--- src/rtl/prog_delay_line.sv ---
// prog_delay_line: runtime-programmable clocked delay for a WIDTH-bit bus with a valid qualifier.
// Transport behaviour: dout(t) = din(t-D-1). A ring buffer of MAX_DLY entries feeds a
// registered output stage.
//
// Optional build macro INERTIAL_FILTER_EN:
//   - adds a glitch-reject filter, fused with the output register;
//   - a new value is accepted only after it has been seen valid for PULSE_REJ consecutive cycles;
//   - latency becomes D+PULSE_REJ.
//
// Ports:
//   clk_i       rising-edge clock
//   rst_i       synchronous active-high reset (wins over everything)
//   din_i       input sample, written every cycle
//   din_vld_i   sample qualifier, stored with din_i
//   dly_sel_i   requested delay D; clamped to MAX_DLY-1; sampled only when dly_load_i=1
//   dly_load_i  single-cycle pulse that applies dly_sel_i
//   dout_o      delayed sample; in transport mode it is 0 whenever dout_vld_o=0
//   dout_vld_o  delayed qualifier
//   busy_o      high while the pipeline refills after a delay change
//   dly_cur_o   delay currently in force
module prog_delay_line #(
  parameter int unsigned WIDTH     = 8,
  parameter int unsigned MAX_DLY   = 16,
  parameter int unsigned DEF_DLY   = 0,
  parameter int unsigned PULSE_REJ = 2,
  localparam int unsigned DLY_W    = $clog2(MAX_DLY)
) (
  input  logic             clk_i,
  input  logic             rst_i,
  input  logic [WIDTH-1:0] din_i,
  input  logic             din_vld_i,
  input  logic [DLY_W:0]   dly_sel_i,
  input  logic             dly_load_i,
  output logic [WIDTH-1:0] dout_o,
  output logic             dout_vld_o,
  output logic             busy_o,
  output logic [DLY_W-1:0] dly_cur_o
);

`ifdef INERTIAL_FILTER_EN
  localparam int unsigned ExtraCyc = PULSE_REJ - 1;
  localparam int unsigned RunW     = $clog2(PULSE_REJ + 1);
`else
  localparam int unsigned ExtraCyc = 0;
`endif
  localparam int unsigned CntW = $clog2(MAX_DLY + PULSE_REJ);

  logic [WIDTH-1:0]   mem_q [MAX_DLY];
  logic [MAX_DLY-1:0] vld_q, vld_d;
  logic [DLY_W-1:0]   wp_q, wp_d, dly_q, dly_d, dly_new, rp;
  logic [CntW-1:0]    cnt_q, cnt_d;
  logic               busy_q, busy_d;
  logic [WIDTH-1:0]   dout_q, dout_d, rd_dat, s_dat;
  logic               dout_vld_q, dout_vld_d, rd_vld, s_vld;

  // Read side: the D=0 case bypasses the same-cycle write.
  always_comb begin
    if (dly_sel_i > (DLY_W+1)'(MAX_DLY - 1)) dly_new = DLY_W'(MAX_DLY - 1);
    else                                     dly_new = dly_sel_i[DLY_W-1:0];

    wp_d = (wp_q == DLY_W'(MAX_DLY - 1)) ? '0 : wp_q + DLY_W'(1);

    if (wp_q >= dly_q) rp = wp_q - dly_q;
    else               rp = DLY_W'({1'b0, wp_q} + (DLY_W+1)'(MAX_DLY) - {1'b0, dly_q});

    if (dly_q == '0) begin
      rd_vld = din_vld_i;
      rd_dat = din_i;
    end else begin
      rd_vld = vld_q[rp];
      rd_dat = mem_q[rp];
    end

    // On a load, the whole ring counts as empty except for the sample written this cycle.
    // That sample reaches the output on the next edge only when the new delay is 0.
    if (dly_load_i) begin
      s_vld = din_vld_i && (dly_new == '0);
      s_dat = din_i;
    end else begin
      s_vld = rd_vld;
      s_dat = rd_dat;
    end

    vld_d        = dly_load_i ? '0 : vld_q;
    vld_d[wp_q]  = din_vld_i;
    dly_d        = dly_load_i ? dly_new : dly_q;

    busy_d = busy_q;
    cnt_d  = cnt_q;
    if (dly_load_i) begin
      busy_d = 1'b1;
      cnt_d  = CntW'(dly_new) + CntW'(ExtraCyc);
    end else if (busy_q) begin
      if (cnt_q == '0) busy_d = 1'b0;
      else             cnt_d  = cnt_q - CntW'(1);
    end
  end

`ifdef INERTIAL_FILTER_EN
  logic [RunW-1:0]  run_q, run_d, p_run;
  logic [WIDTH-1:0] run_val_q, run_val_d, acc_q, acc_d, p_acc;
  logic             acc_ok_q, acc_ok_d, p_ok;

  // A load clears the filter, so the previous-state view is forced empty during that cycle.
  always_comb begin
    p_run = dly_load_i ? '0 : run_q;
    p_acc = dly_load_i ? '0 : acc_q;
    p_ok  = dly_load_i ? 1'b0 : acc_ok_q;

    run_val_d = s_dat;
    if (!s_vld)                                  run_d = '0;
    else if (p_run != '0 && s_dat == run_val_q) run_d = (p_run < RunW'(PULSE_REJ)) ?
                                                         p_run + RunW'(1) : p_run;
    else                                         run_d = RunW'(1);

    if (s_vld && run_d >= RunW'(PULSE_REJ)) begin
      acc_d    = s_dat;
      acc_ok_d = 1'b1;
    end else begin
      acc_d    = p_acc;
      acc_ok_d = p_ok;
    end

    dout_d     = acc_d;
    dout_vld_d = acc_ok_d && s_vld && (s_dat == acc_d);
  end

  always_ff @(posedge clk_i) begin
    if (rst_i) begin
      run_q     <= '0;
      run_val_q <= '0;
      acc_q     <= '0;
      acc_ok_q  <= 1'b0;
    end else begin
      run_q     <= run_d;
      run_val_q <= run_val_d;
      acc_q     <= acc_d;
      acc_ok_q  <= acc_ok_d;
    end
  end
`else
  always_comb begin
    dout_d     = s_vld ? s_dat : '0;
    dout_vld_d = s_vld;
  end
`endif

  // Data payload needs no reset; validity is tracked separately in vld_q.
  always_ff @(posedge clk_i) begin
    if (!rst_i) mem_q[wp_q] <= din_i;
  end

  always_ff @(posedge clk_i) begin
    if (rst_i) begin
      wp_q       <= '0;
      vld_q      <= '0;
      dly_q      <= DLY_W'(DEF_DLY);
      cnt_q      <= '0;
      busy_q     <= 1'b0;
      dout_q     <= '0;
      dout_vld_q <= 1'b0;
    end else begin
      wp_q       <= wp_d;
      vld_q      <= vld_d;
      dly_q      <= dly_d;
      cnt_q      <= cnt_d;
      busy_q     <= busy_d;
      dout_q     <= dout_d;
      dout_vld_q <= dout_vld_d;
    end
  end

  assign dout_o     = dout_q;
  assign dout_vld_o = dout_vld_q;
  assign busy_o     = busy_q;
  assign dly_cur_o  = dly_q;

endmodule
--- config.mk ---
export PLATFORM = sky130hd
export DESIGN_NAME = prog_delay_line
export DESIGN_NICKNAME = d
export VERILOG_FILES = /design/src/rtl/prog_delay_line.sv
export SDC_FILE = /design/constraint.sdc
export NUM_CORES = 1
export LEC_CHECK = 0
export BUFFER_PORTS_ARGS = -buffer_cell sky130_fd_sc_hd__buf_2
export CORE_ASPECT_RATIO = 1.1
export CORE_MARGIN = 3
export CORE_UTILIZATION = 55
export DETAILED_ROUTE_END_ITERATION = 8
export PLACE_DENSITY = 0.79
export SLEW_MARGIN = 20
export SYNTH_ARGS = -nofsm -noshare
export SYNTH_HDL_FRONTEND = slang
export SYNTH_SLANG_ARGS = --single-unit
export TNS_END_PERCENT = 5
--- constraint.sdc ---
create_clock -name clk_i -period 2.8 [get_ports clk_i]
set_input_delay 0.42 -clock clk_i [delete_from_list [all_inputs] [get_ports clk_i]]
set_output_delay 0.42 -clock clk_i [all_outputs]
set_load 0.05 [all_outputs]
==> results by group <==
Status
  – Outcome: complete, no violations

Clocking
  – Worst-skew pair later-pin latency: 0.42 ns
  – CTS tree: built
  – Htree depth: 4
  – Hold buffer count at cts: 0
  – Clock buffer count from CTS: 17
  – Clk pin slew, worst setup/hold paths: roughly 0.07 ns
  – Worst-case clock buffer depth: 2
  – Root buffer cell: clkbuf_16
  – Clock sinks: 167

Global routing
  – Maximum number of pins on one net before global-route repair: 21
  – Global-route wire length before repair: 21710 um
  – Number of global-route vias before repair: 4061
  – Remaining Overflow, GRT: 0
  – Initial antenna violation count: 0
  – Gr usage total: between 20% and 30%

Timing
  – Rel. slew slack: 47.93%
  – Worst Tran Pin Value: 0.7782 ns
  – Max Slew Vio Count: 0
  – Period utilization: 97.42%
  – Fmax: between 300 and 400 MHz
  – Final min period: roughly 2.7 ns
  – Final setup viols: 0
  – Clock Skew: 0.01098 ns
  – PnR worst setup slack: 0.07214 ns
  – Final Hold Vio Count: 0

Worst setup path
  – CP Launch Type: flip-flop
  – Kind of critical path: flip-flop to flip-flop
  – Req. time, crit path: 3.15 ns
  – Crit path DAT: 3.08 ns
  – Crit-path cells: inv_1, ha_2, inv_1, fa_2, buf_12, mux2i_1, mux4_2, and3_4, o31a_4, a41oi_2
  – CP max stage cell: fa_2
  – Max FO, Critical Path: 10
  – Reg2reg setup slack: 0.07 ns
  – CP endpoint: dout_o[7]$_SDFF_PP0_
  – Crit end category: flip-flop
  – Critical R2R Capture: dout_o[7]$_SDFF_PP0_
  – Worst flop-to-flop path startpoint: wp_q[0]$_SDFF_PP0_
  – Crit path from: wp_q[0]$_SDFF_PP0_
  – Max incr delay on CP: 0.59 ns
  – Worst R2R Path Depth: 10
  – Most Frequent Cell on Critical Path: inv_1

Cells and area
  – Post-layout nets: 527
  – Register area: 4627 um2
  – Final core occ: 65.07%
  – Area grow syn2layout: 14.51%
  – Layout cells sized above 1: a little over a quarter
  – Area occupied by multi-input gates: roughly 2100 um2
  – Filler cells: 836
  – # diodes: 0

Pwr
  – PD cells: 722.3 nW/um2
  – Tot Pwr: 5.705 mW
  – Maximum VDD drop: about 420 uV
  – Lkg Pwr: 2.698 nW

Floorplanning
  – Ports: 31
  – Die height: between 100 and 150 um
  – Die span in x: 112.8 um
  – Die footprint: about 14000 um2
  – FP Rows: between 40 and 50
  – Initial Utilization: 56.82%
  – Core Region: roughly 12000 um2

Yosys
  – Main flop type after synthesis: edfxtp_1
  – Post-synth EDFFs: 128
  – Area contributors post-synth: edfxtp_1 (56%), dfxtp_1 (11%), mux4_2 (11%)
  – FFs w/ async S/R, synth: 0%
  – Synth Area per Inst: 15.29 um2
  – Seq/Total Area, Yosys: roughly two thirds
  – Ys Warns: 0
  – Synth Register Bits: 167
  – Cell variety after synth: between 40 and 50
  – Synthesized area: 6898 um2
  – Synth top area share: between 50% and 60%
  – Commonest cells in the netlist: edfxtp_1 (128), dfxtp_1 (39), mux4_2 (34), nand3_1 (34), nor2_1 (30)
  – Leading cell type by number of instances after synthesis: edfxtp_1
  – Largest area contributor in the netlist: edfxtp_1
  – Cells after Synth: 451
  – Syn nets: 478

Routing
  – DRC violations left: 0
  – First-pass detailed-route iteration total: 4
  – DRT antenna net count: 0
  – DR iter-0 viols: roughly 330
  – Vias per cell: 6.030
  – Routed vias: 4022
  – WL/cell: about 21 um
  – WL final: between 10000 and 15000 um

Place
  – Pre-CTS WS: -0.05381 ns
  – Gpl congestion: 0.8786
  – Post-DP HPWL: 8946 um
  – I/O Buffers: 30

Min path
  – Min-Delay Path Class: primary input to flip-flop

Job
  – Max_cap viols: 0
layer usage:
| metal | up-vias | wire length (um) | global-route usage (%) |
|---|---|---|---|
| li1 | 1835 | - | - |
| met1 | 2019 | 5866 | 27.44 |
| met2 | 140 | 7022 | 34.15 |
| met3 | 28 | 791 | 5.042 |
| met4 | 0 | 310 | 8.565 |
| met5 | - | 0 | 0 |
critical path, delay by kind of cell (launching register included):
kind                     cells  cell delay [ns]
AND/OR/NAND/NOR              1             0.22
adder cells (fa/ha/maj)      2             0.75
AO/OA/AOI/OAI                2             0.56
buffers and inverters        3             0.26
multiplexers                 2             0.55
flip-flops                   1             0.31
per-stage QoR:
step                      cells  hold slack [ns]  setup TNS [ns]  cell area (um2)
after global routing        667           0.2905       -0.005205             7899
after CTS                   665           0.2707               0             7856
after detailed placement    633           0.4724         -0.3015             7293
after floorplan             451           0.4426               0             6900
final                       667           0.2816               0             7899
after global placement      633           0.4585               0             7293
cell usage in the layout, fill, tap and decap left out, types with 8 or more instances in the layout:
| cell | Yosys | routed |
|---|---|---|
| a21boi_0 | 8 | 8 |
| a21oi_1 | 8 | 8 |
| a41oi_2 | 8 | 8 |
| and3_1 | 10 | 9 |
| buf_2 | 5 | 30 |
| buf_4 | 1 | 25 |
| clkbuf_16 | 0 | 17 |
| dfxtp_1 | 39 | 37 |
| edfxtp_1 | 128 | 128 |
| ha_1 | 9 | 8 |
| inv_1 | 9 | 9 |
| mux2i_1 | 8 | 8 |
| mux4_2 | 34 | 34 |
| nand2_1 | 26 | 26 |
| nand2b_1 | 10 | 10 |
| nand3_1 | 34 | 34 |
| nor2_1 | 30 | 30 |
| o21ai_0 | 16 | 16 |
| o21ai_1 | 8 | 8 |
area by class of cell:
cell class,instances,share of cell area (%)
timing repair buffer,56,4.530
tap,154,2.439
multi-input combinational,248,26.87
clock inverter,15,1.727
clock buffer,17,5.386
inverter,10,0.4752
sequential,167,58.58
registers in the layout, summed over array words and instances (netlist names):
name / flops
cnt_q: 5
dout_vld_o: 1
mem_q: 128
wp_q: 4
dly_cur_o: 4
dout_o: 8
vld_q: 16
busy_o: 1
cell families after synthesis:
logic type / after synthesis / synth area share, %
flops: 167 / 67.04
fa+ha+maj: 10 / 1.923
buf+inv: 37 / 2.612
xor+xnor: 5 / 0.6350
compound gates: 62 / 6.585
mux: 42 / 12.26
simple gates: 128 / 8.942
worst min-delay path by stage:
stage | startpoint | endpoint | slack, ns | depth (start not counted)
floorplan | vld_q[0]$_SDFFE_PP0P_ | vld_q[0]$_SDFFE_PP0P_ | 0.44 | 2
global placement | vld_q[11]$_SDFFE_PP0P_ | vld_q[11]$_SDFFE_PP0P_ | 0.46 | 2
detailed placement | vld_q[9]$_SDFFE_PP0P_ | vld_q[9]$_SDFFE_PP0P_ | 0.47 | 2
CTS | din_vld_i | vld_q[10]$_SDFFE_PP0P_ | 0.27 | 3
global route | din_vld_i | vld_q[10]$_SDFFE_PP0P_ | 0.29 | 3
finish | din_vld_i | vld_q[10]$_SDFFE_PP0P_ | 0.28 | 3
timing repair:
item | in CTS | in global routing
hold endpoints to repair | 0 | 0
setup buffers | 0 | 1
gates resized for setup | 1 | 3
cloned | 0 | 1
pin swaps | 0 | 2
setup endpoints to repair | 8 | 8
power breakdown:
| group | switching (mW) | leakage (nW) | internal (mW) |
|---|---|---|---|
| combinational | 0.462 | 0.959 | 0.324 |
| sequential | 0.0250 | 1.48 | 2.72 |
| clock | 1.01 | 0.263 | 1.17 |
(Power assumes the default switching activity.)
